### config.mk
export PLATFORM = sky130hd
export DESIGN_NAME = alu_mul_seq
export DESIGN_NICKNAME = d
export VERILOG_FILES = /design/src/rtl/alu_defs.sv /design/src/rtl/alu_mul_seq.sv
export SDC_FILE = /design/constraint.sdc
export NUM_CORES = 1
export LEC_CHECK = 0
export BUFFER_PORTS_ARGS = -buffer_cell sky130_fd_sc_hd__buf_2
export CELL_PAD_IN_SITES_DETAIL_PLACEMENT = 1
export CELL_PAD_IN_SITES_GLOBAL_PLACEMENT = 2
export CORE_AREA = 5 5 281 173
export CTS_CLUSTER_DIAMETER = 200
export DETAILED_ROUTE_END_ITERATION = 8
export DIE_AREA = 0 0 286 178
export GPL_TIMING_DRIVEN = 0
export PLACE_DENSITY = 0.83
export SKIP_CTS_REPAIR_TIMING = 1
export SYNTH_ARGS = -nofsm -noshare
export SYNTH_HDL_FRONTEND = slang
export SYNTH_SLANG_ARGS = --single-unit
### constraint.sdc
create_clock -name clk_i -period 5.7 [get_ports clk_i]
set_input_delay 0.285 -clock clk_i [delete_from_list [all_inputs] [get_ports clk_i]]
set_output_delay 0.285 -clock clk_i [all_outputs]
set_load 0.05 [all_outputs]
### src/rtl/alu_defs.sv
// Shared ALU definitions: control codes from the ALU controller and the
// state encoding of the sequential multiplier.
package alu_defs;

   localparam logic [3:0] ALU_AND   = 4'b0000;
   localparam logic [3:0] ALU_OR    = 4'b0001;
   localparam logic [3:0] ALU_ADD   = 4'b0010;
   localparam logic [3:0] ALU_SLTIU = 4'b0011;
   localparam logic [3:0] ALU_SLT   = 4'b0100;
   localparam logic [3:0] ALU_MUL   = 4'b0101;
   localparam logic [3:0] ALU_SUB   = 4'b0110;
   localparam logic [3:0] ALU_BEQ   = 4'b0111;
   localparam logic [3:0] ALU_SRA   = 4'b1000;
   localparam logic [3:0] ALU_SRAV  = 4'b1001;
   localparam logic [3:0] ALU_BNE   = 4'b1010;
   localparam logic [3:0] ALU_LUI   = 4'b1011;
   localparam logic [3:0] ALU_SGT   = 4'b1100;

   typedef enum logic [1:0] {
      IDLE = 2'b00,
      RUN  = 2'b01,
      DONE = 2'b10
   } mul_state_t;

endpackage

### src/rtl/alu_mul_seq.sv
// Iterative shift-add signed multiplier: multiplies operand magnitudes over
// WIDTH cycles, then applies the sign to the full 2*WIDTH-bit product.
module alu_mul_seq
   import alu_defs::*;
#(
   parameter int         WIDTH    = 32,
   parameter logic [3:0] MUL_CODE = ALU_MUL
) (
   input  logic             clk_i,
   input  logic             rst_i,
   input  logic [3:0]       ALUCtrl_i,
   input  logic             start_i,
   input  logic [WIDTH-1:0] src1_i,
   input  logic [WIDTH-1:0] src2_i,
   output logic [WIDTH-1:0] result_o,
   output logic [WIDTH-1:0] hi_o,
   output logic             busy_o,
   output logic             done_o
);

   localparam int CNT_W = $clog2(WIDTH);

   mul_state_t         state_q, state_d;
   logic [2*WIDTH-1:0] mcand_q, mcand_d;
   logic [WIDTH-1:0]   mplier_q, mplier_d;
   logic [2*WIDTH-1:0] acc_q, acc_d;
   logic [CNT_W-1:0]   cnt_q, cnt_d;
   logic               neg_q, neg_d;
   logic [WIDTH-1:0]   result_q, result_d;
   logic [WIDTH-1:0]   hi_q, hi_d;
   logic               busy_q, busy_d;
   logic               done_q, done_d;

   logic               accept;
   logic [WIDTH-1:0]   abs1, abs2;
   logic [2*WIDTH-1:0] sum, product;

   // Magnitude of the most negative value is still representable unsigned.
   assign abs1    = src1_i[WIDTH-1] ? -src1_i : src1_i;
   assign abs2    = src2_i[WIDTH-1] ? -src2_i : src2_i;
   assign accept  = start_i && (ALUCtrl_i == MUL_CODE) &&
                    ((state_q == IDLE) || (state_q == DONE));
   assign sum     = acc_q + (mplier_q[0] ? mcand_q : '0);
   assign product = neg_q ? -sum : sum;

   always_comb begin
      state_d  = state_q;
      mcand_d  = mcand_q;
      mplier_d = mplier_q;
      acc_d    = acc_q;
      cnt_d    = cnt_q;
      neg_d    = neg_q;
      result_d = result_q;
      hi_d     = hi_q;
      busy_d   = busy_q;
      done_d   = 1'b0;

      case (state_q)
         RUN: begin
            acc_d    = sum;
            mcand_d  = {mcand_q[2*WIDTH-2:0], 1'b0};
            mplier_d = {1'b0, mplier_q[WIDTH-1:1]};
            cnt_d    = cnt_q + 1'b1;
            if (cnt_q == CNT_W'(WIDTH - 1)) begin
               state_d          = DONE;
               busy_d           = 1'b0;
               done_d           = 1'b1;
               {hi_d, result_d} = product;
            end
         end
         DONE:    state_d = IDLE;
         IDLE:    state_d = IDLE;
         default: state_d = IDLE;
      endcase

      // Accept from IDLE or straight out of DONE for back-to-back multiplies.
      if (accept) begin
         state_d  = RUN;
         mcand_d  = {{WIDTH{1'b0}}, abs1};
         mplier_d = abs2;
         neg_d    = src1_i[WIDTH-1] ^ src2_i[WIDTH-1];
         acc_d    = '0;
         cnt_d    = '0;
         busy_d   = 1'b1;
      end
   end

   always_ff @(posedge clk_i or negedge rst_i) begin
      if (!rst_i) begin
         state_q  <= IDLE;
         mcand_q  <= '0;
         mplier_q <= '0;
         acc_q    <= '0;
         cnt_q    <= '0;
         neg_q    <= 1'b0;
         result_q <= '0;
         hi_q     <= '0;
         busy_q   <= 1'b0;
         done_q   <= 1'b0;
      end else begin
         state_q  <= state_d;
         mcand_q  <= mcand_d;
         mplier_q <= mplier_d;
         acc_q    <= acc_d;
         cnt_q    <= cnt_d;
         neg_q    <= neg_d;
         result_q <= result_d;
         hi_q     <= hi_d;
         busy_q   <= busy_d;
         done_q   <= done_d;
      end
   end

   assign result_o = result_q;
   assign hi_o     = hi_q;
   assign busy_o   = busy_q;
   assign done_o   = done_q;

endmodule

==> reports/results.tsv, run 1 <==
stage	metric	value	unit
floorplan	design.core.area	45720	sq um
yosys	syn_inst_count	2048	
floorplan	die_area	50910	sq um
global_route	antenna_found_initial	3	
yosys	async_flop_share	100.0	%
critical_path	worstPathBufferInverterCount	3	
timing	period_minus_slack	5.560	ns
routing	detail_route.first_pass.iterations	7	
critical_path	critical_path.top_delay_family	simple AND/OR/NAND/NOR gates	
routing	wl	69.36	mm
layout	fillerInstances	5492	
floorplan	std_cell_rows	61	
job	drv_cap	0	
floorplan	initial_utilization	36.62	%
global_route	grt_max_degree	90	
global_route	grt_first_pass_wirelength	104.7	mm
layout	synthToLayoutAreaGrowth	16.07	%
floorplan	ioPinCount	137	
yosys	synth-edff-count	0	
clock_network	ctsLongestPathBuffers	3	
global_route	grt_overflow_total	0	
critical_path	worstPathArrival	6.02	ns
critical_path	worst-endpoint-required	6.16	ns
global_route	grt_use_total	26.67	%
layout	layoutNonFillerInstCount	2837	
clock_network	cts_tree	built	
clock_network	clock_latency	0.59	ns
placement	placed_insts	2784	
yosys	synth-seq-cells	234	
yosys	yosysUniqueCellTypes	91	
critical_path	startpoint_types	register	
yosys	mean_instance_size_in_the_synthesized_netlist	8.174	sq um
worst_hold_path	hold_class	in -> reg	
layout	post_route_cells_drive_above_1_share	13.14	%
critical_path	timing.setup.critical_path_class	reg -> reg	
critical_path	cp_cell_sequence	clkbuf_2, and2_1, ha_1, clkbuf_1, nand4_1, nor4_4, o21ai_0, nand3_1, xnor2_1, nand4_1, nand4b_4, nor4_4, buf_12, nand4_4, o31ai_1, xor2_1, o21ai_0	
critical_path	cp_max_fo	10	
yosys	mappedNetlistNets	2188	
yosys	yosysSeqAreaShare	34.98	%
power_and_ir_drop	ir_drop	0.2972	mV
clock_network	htreeDepth	1	
timing	clock-skew-final	0.02300	ns
routing	drt-initial-drc-count	1385	
layout	postLayoutCellArea	19430	sq um
floorplan	dieHeight	178	um
clock_network	cts_made_buffers	26	
layout	number_of_nets_in_the_finished_design	2358	
yosys	synth_ff_type	dfrtp_1	
timing	timing.fmax	179.9	MHz
timing	finalCritPeriodShare	97.54	%
routing	drc	0	
yosys	yosys_warnings	0	
critical_path	crit_path_end_kind	register	
outcome	outcome	finished, final reports clean	
placement	hpwl_dp	55.65	mm
critical_path	timing.critical_path.slowest_cell_delay	0.49	ns
layout	final_util	42.50	%
routing	num_vias	16717	
placement	place_congestion	0.9827	
timing	finalHoldViolCount	0	
placement	port_buffer_count	136	
clock_network	clock-root-buffer	clkbuf_16	
floorplan	die_w	286	um
global_route	vias_in_the_first_global_route	16765	
critical_path	worst_path_max_delay_cell	dfrtp_2	
power_and_ir_drop	pwr_density_cell	498.0	nW/um^2
power_and_ir_drop	cellLeakagePower	8.260	nW
yosys	area_of_the_mapped_netlist	16740	sq um
routing	vias_per_inst	5.892	
timing	max_slew.worst_pin.slew	1.313	ns
clock_network	cts.sink_count	234	
timing	timing_max_transition_violations_final	0	
placement	post_detailed_placement_cell_area	18240	sq um
clock_network	cts.clk_slew.worst_paths	0.07	ns
timing	setup_viol	0	
routing	antenna_violating_nets_post_route	0	
timing	relative_slew_margins	11.88	%
routing	route.detailed.wl_per_inst	24.45	um
tightest hold or removal path, delay by kind of cell:
| kind | cells | cell delay (ns) |
|---|---|---|
| buffers and inverters | 1 | 0.10 |
| AO/OA/AOI/OAI | 1 | 0.06 |
| AND/OR/NAND/NOR | 1 | 0.11 |
final timing paths:
| check | from | endpoint | slack, ns | cells after the start |
|---|---|---|---|---|
| worst max-delay path | mplier_q[0] | hi_o[30] | 0.14 | 17 |
| worst min-delay path | src2_i[30] | mplier_q[31] | 0.02 | 3 |
| worst max register to register | mplier_q[0] | hi_o[30] | 0.14 | 17 |
| worst min register to register | hi_o[10] | hi_o[10] | 0.48 | 2 |
| max in group asynchronous | rst_i | acc_q[51] | 4.54 | 3 |
| min in group asynchronous | rst_i | result_o[18] | 0.25 | 2 |
power breakdown:
part	switching, mW	internal [mW]	total [mW]
clock network	0.789	0.952	1.74
logic	3.71	1.49	5.20
registers	0.455	2.29	2.74
metrics by stage:
step	setup slack [ns]	setup TNS (ns)	hold slack [ns]	power [mW]
after global routing	-0.03075	-0.03075	0.02496	10.26
final	0.1402	0	0.01779	9.678
after detailed placement	-1.615	-27.34	0.3069	7.747
after CTS	-1.671	-29.14	-0.3056	9.525
after floorplan	1.026	0	-0.01059	6.034
after global placement	-1.510	-28.46	0.4576	7.585
cells in the mapped netlist (9+ instances only):
library cell	instances	area, sq um
clkbuf_1	104	390.4
ha_1	68	850.8
inv_1	28	105.1
or2_2	10	62.56
a21oi_1	93	465.5
nor4_1	11	68.82
xor2_1	101	884.6
dfrtp_1	234	5856
nand2b_1	12	75.07
nor3_1	32	160.2
or3_1	28	175.2
buf_1	9	33.78
o21ai_1	31	155.2
nand4_1	32	200.2
and2_1	72	450.4
o21ai_0	281	1406
a22oi_1	60	450.4
o31ai_1	35	262.8
nor2_1	87	326.6
a31oi_1	12	75.07
nand3_1	87	435.4
nand2_1	326	1224
xnor2_1	68	595.6
a21o_1	22	165.2
cell families (layout without fill, tap and decap cells):
kind of cell / count (synthesis) / after routing / synth area share, %
DFF: 234 / 234 / 34.98
xor gates and xnor gates: 171 / 171 / 9.036
muxes: 8 / 8 / 0.4858
adders and majority gates: 69 / 69 / 5.202
and+or+nand+nor: 755 / 755 / 22.09
AOI/OAI and AO/OA: 657 / 657 / 24.45
buffers and inverters: 154 / 344 / 3.767
other: 0 / 1 / 0
cell usage in the layout, fill, tap and decap left out, types with 28 or more instances in the layout:
| cell type | instances |
|---|---|
| nand2_1 | 326 |
| o21ai_0 | 278 |
| dfrtp_1 | 233 |
| buf_2 | 141 |
| clkbuf_1 | 102 |
| xor2_1 | 99 |
| a21oi_1 | 90 |
| nor2_1 | 86 |
| nand3_1 | 85 |
| and2_1 | 70 |
| ha_1 | 68 |
| xnor2_1 | 64 |
| a22oi_1 | 59 |
| o31ai_1 | 34 |
| o21ai_1 | 34 |
| nand4_1 | 32 |
| nor3_1 | 29 |
| inv_1 | 28 |
| or3_1 | 28 |
registers in the layout (all words and copies together), names as in the netlist, 2 cells and up:
name and count:
acc_q 64, cnt_q 5, hi_o 32, mcand_q 64, mplier_q 32, result_o 32, state_q 2
metal layers:
| metal | up-vias | global-route usage, % | share of wire [%] |
|---|---|---|---|
| met4 | 0 | 4.299 | 1.8 |
| met3 | 65 | 6.743 | 8.7 |
| met5 | - | 0 | 0 |
| li1 | 7727 | - | - |
| met1 | 8412 | 42.09 | 51 |
| met2 | 513 | 36.81 | 39 |
final cells by class:
type                            count  area [sq um]  share of cell area, %
Multi-Input combinational cell   1660         10530                  54.17
Sequential cell                   234          5857                  30.14
Timing Repair Buffer              145         813.3                  4.185
Tap cell                          598         748.2                  3.851
Clock buffer                       35         724.4                  3.728
Buffer                            123         519.2                  2.672
Clock inverter                     13         135.1                 0.6954
Inverter                           28         105.1                 0.5409
Antenna cell                        1         2.502                0.01288
Power figures use the tool's default switching activity.
==> run 2: changes to the inputs <==
--- a/config.mk
+++ b/config.mk
@@ -5,16 +5,18 @@
 export SDC_FILE = /design/constraint.sdc
 export NUM_CORES = 1
 export LEC_CHECK = 0
+export ABC_AREA = 1
 export BUFFER_PORTS_ARGS = -buffer_cell sky130_fd_sc_hd__buf_2
 export CELL_PAD_IN_SITES_DETAIL_PLACEMENT = 1
 export CELL_PAD_IN_SITES_GLOBAL_PLACEMENT = 2
-export CORE_AREA = 5 5 281 173
+export CORE_AREA = 5 5 317 195
 export CTS_CLUSTER_DIAMETER = 200
 export DETAILED_ROUTE_END_ITERATION = 8
-export DIE_AREA = 0 0 286 178
+export DIE_AREA = 0 0 322 200
 export GPL_TIMING_DRIVEN = 0
-export PLACE_DENSITY = 0.83
+export PLACE_DENSITY = 0.82
 export SKIP_CTS_REPAIR_TIMING = 1
+export SLEW_MARGIN = 20
 export SYNTH_ARGS = -nofsm -noshare
 export SYNTH_HDL_FRONTEND = slang
 export SYNTH_SLANG_ARGS = --single-unit
==> reports/results.tsv, run 2 <==
stage	metric	value	unit
outcome	outcome	finished, final reports clean	
power_and_ir_drop	cellLeakagePower	11.90	nW
layout	multi_input_comb_area	10850	sq um
global_route	globalRouteMet2Util	36.44	%
critical_path	timing.setup.critical_path_class	reg -> reg	
placement	port_buffer_count	135	
global_route	grtUsageMet1	44.49	%
routing	route.detailed.wl_per_inst	22.24	um
global_route	top_usage_layer	met1	
timing	relative_slew_margins	31.56	%
global_route	grt_max_degree	86	
floorplan	dieHeight	200	um
worst_hold_path	hold_class	in -> reg	
timing	period_minus_slack	5.358	ns
clock_network	ctsLongestPathBuffers	3	
clock_network	cts.sink_count	234	
critical_path	crit-reg2reg-launch	mplier_q[0]	
critical_path	crit_path_start	mplier_q[0]	
clock_network	cts_made_buffers	27	
clock_network	htreeDepth	1	
global_route	antenna_found_initial	5	
floorplan	die_w	322	um
timing	finalHoldViolCount	0	
layout	layout.cells.most_common	nand2_1	
global_route	grt_first_pass_wirelength	134.6	mm
global_route	globalRouteMet3Util	9.080	%
yosys	mean_instance_size_in_the_synthesized_netlist	6.106	sq um
critical_path	cp_max_fo	11	
yosys	synth-edff-count	0	
yosys	async_flop_share	100.0	%
timing	clock-skew-final	0.02265	ns
floorplan	ioPinCount	137	
yosys	yosys-top-cells-count	nand2_1 (1144), inv_1 (531), o21ai_0 (243), nor2_1 (241), dfrtp_1 (234)	
critical_path	worst-endpoint-required	6.17	ns
floorplan	initial_utilization	32.54	%
routing	wl	90.86	mm
yosys	syn_inst_count	3119	
yosys	area_of_the_mapped_netlist	19050	sq um
critical_path	reg2reg_slack	0.34	ns
layout	top_regs	acc_q x64, mcand_q x64	
critical_path	startpoint_types	register	
critical_path	worst_r2r_path_cells	24	
timing	rsz0062_at_grt	no	
yosys	synth_largest_area_cell	dfrtp_1	
yosys	yosysUniqueCellTypes	44	
timing	timing.fmax	186.6	MHz
floorplan	die_area	64400	sq um
global_route	vias_in_the_first_global_route	21334	
routing	vias_per_inst	5.189	
clock_network	clock_latency	0.59	ns
power_and_ir_drop	ir_drop	0.3033	mV
critical_path	worstPathArrival	5.83	ns
yosys	synthMostInstantiatedCell	nand2_1	
clock_network	cts.clk_slew.worst_paths	0.07	ns
routing	drc	0	
timing	max_slew.worst_pin.slew	1.027	ns
placement	place_congestion	0.9718	
layout	most-common-layout-cells	nand2_1 (1144), inv_1 (531), o21ai_0 (243)	
timing	setup_viol	0	
layout	synthToLayoutAreaGrowth	13.84	%
critical_path	critical_path.endpoint	hi_o[18]	
layout	final_util	37.04	%
routing	num_vias	21203	
clock_network	cts_tree	built	
critical_path	critical_path.reg2reg.endpoint	hi_o[18]	
layout	fillerInstances	7810	
layout	post_route_cells_drive_above_1_share	7.627	%
job	drv_cap	0	
clock_network	clock-root-buffer	clkbuf_16	
routing	antenna_violating_nets_post_route	0	
yosys	yosys.area.top_type_share	30.74	%
placement	hpwl_dp	77.42	mm
yosys	synth.top_cells.by_area	dfrtp_1 (31%), nand2_1 (23%), inv_1 (10%)	
timing	timing_max_transition_violations_final	0	
global_route	grt_overflow_total	0	
power_and_ir_drop	pwr_density_cell	504.8	nW/um^2
timing	setup-tns-final	0	ns
yosys	synth-seq-cells	234	
global_route	grt_use_total	27.76	%
layout	seq_area	5856	sq um
layout	number_of_nets_in_the_finished_design	3425	
yosys	yosys_warnings	0	
critical_path	crit_path_end_kind	register	
floorplan	design.core.area	58530	sq um
yosys	mappedNetlistNets	3259	
routing	drt-initial-drc-count	1784	
timing	finalCritPeriodShare	94.00	%
floorplan	std_cell_rows	69	
routing	detail_route.first_pass.iterations	5	
yosys	synth_ff_type	dfrtp_1	
yosys	yosysSeqAreaShare	30.74	%
==> run 2: through the flow <==
stage / cells / power [mW] / hold slack, ns / worst slack, ns / cell area (sq um)
floorplan: 3119 / 6.467 / -0.01059 / 2.284 / 19050
global placement: 4035 / 8.732 / 0.4563 / -0.08642 / 20700
detailed placement: 4037 / 8.872 / 0.3265 / 0.06073 / 20760
CTS: 4085 / 10.77 / -0.3074 / 0.04703 / 21670
global route: 4085 / 11.56 / 0.05912 / 0.1013 / 21680
finish: 4086 / 10.94 / 0.05259 / 0.3421 / 21680
==> run 2: critical path, stage by stage, from the launching register on <==
cell	delay [ns]
dfrtp_1	0.82
clkbuf_2	0.45
nand2_1	0.09
inv_1	0.06
ha_1	0.23
inv_1	0.07
fa_1	0.41
inv_1	0.10
nand3_1	0.16
nand2_2	0.16
nand2_1	0.08
nand2_2	0.15
nand2_1	0.11
nand3_1	0.18
nand2_1	0.07
nand2_1	0.29
nand2_1	0.18
nor2_1	0.39
nand4_1	0.38
nor2_1	0.26
nand2_1	0.12
nand2_2	0.14
nand3_1	0.11
nand3_1	0.14
nand2_1	0.08
==> run 2: report_power, final <==
| part | switching [mW] | internal [mW] |
|---|---|---|
| clock | 0.789 | 1.06 |
| sequential | 0.481 | 2.33 |
| combinational | 4.77 | 1.51 |
==> run 2: worst min-delay path by stage <==
stage | start | to | slack, ns | depth (start not counted)
3_3_place_gp | cnt_q[3] | cnt_q[3] | 0.46 | 1
6_report | src2_i[30] | mplier_q[31] | 0.05 | 4
4_1_cts | rst_i | mplier_q[27] | -0.31 | 1
2_1_floorplan | rst_i | acc_q[0] | -0.01 | 0
3_5_place_dp | rst_i | mplier_q[27] | 0.33 | 1
5_1_grt | src2_i[30] | mplier_q[31] | 0.06 | 4
==> run 2: kinds of logic (layout without fill, tap and decap cells) <==
logic type               Yosys count  count (layout)  share of synthesized area, %
AND/OR/NAND/NOR                 1688            1688                         36.37
buffers and inverters            622             807                         12.27
AO/OA/AOI/OAI                    419             419                         12.04
flip-flops                       234             234                         30.74
XOR/XNOR                          86              86                         3.955
adder cells (fa/ha/maj)           69              69                         4.572
multiplexers                       1               1                       0.05256
other                              0               1                             0
==> run 2: final cells by class <==
| type | count | area share (%) |
|---|---|---|
| inverters | 542 | 9.383 |
| multi-input cells | 2263 | 50.05 |
| clock buffers | 36 | 3.457 |
| diodes | 1 | 0.01154 |
| flip-flops and latches | 234 | 27.01 |
| repair buffers | 138 | 3.462 |
| well taps | 781 | 4.507 |
| clock inverters | 12 | 0.7329 |
| plain buffers | 79 | 1.385 |
==> run 2: per-layer routing <==
| layer | share of wire [%] | wire length, um |
|---|---|---|
| met1 | 52 | 47390 |
| met2 | 36 | 32840 |
| met3 | 11 | 9574 |
| met4 | 1.1 | 1023 |
| met5 | 0.030 | 27 |
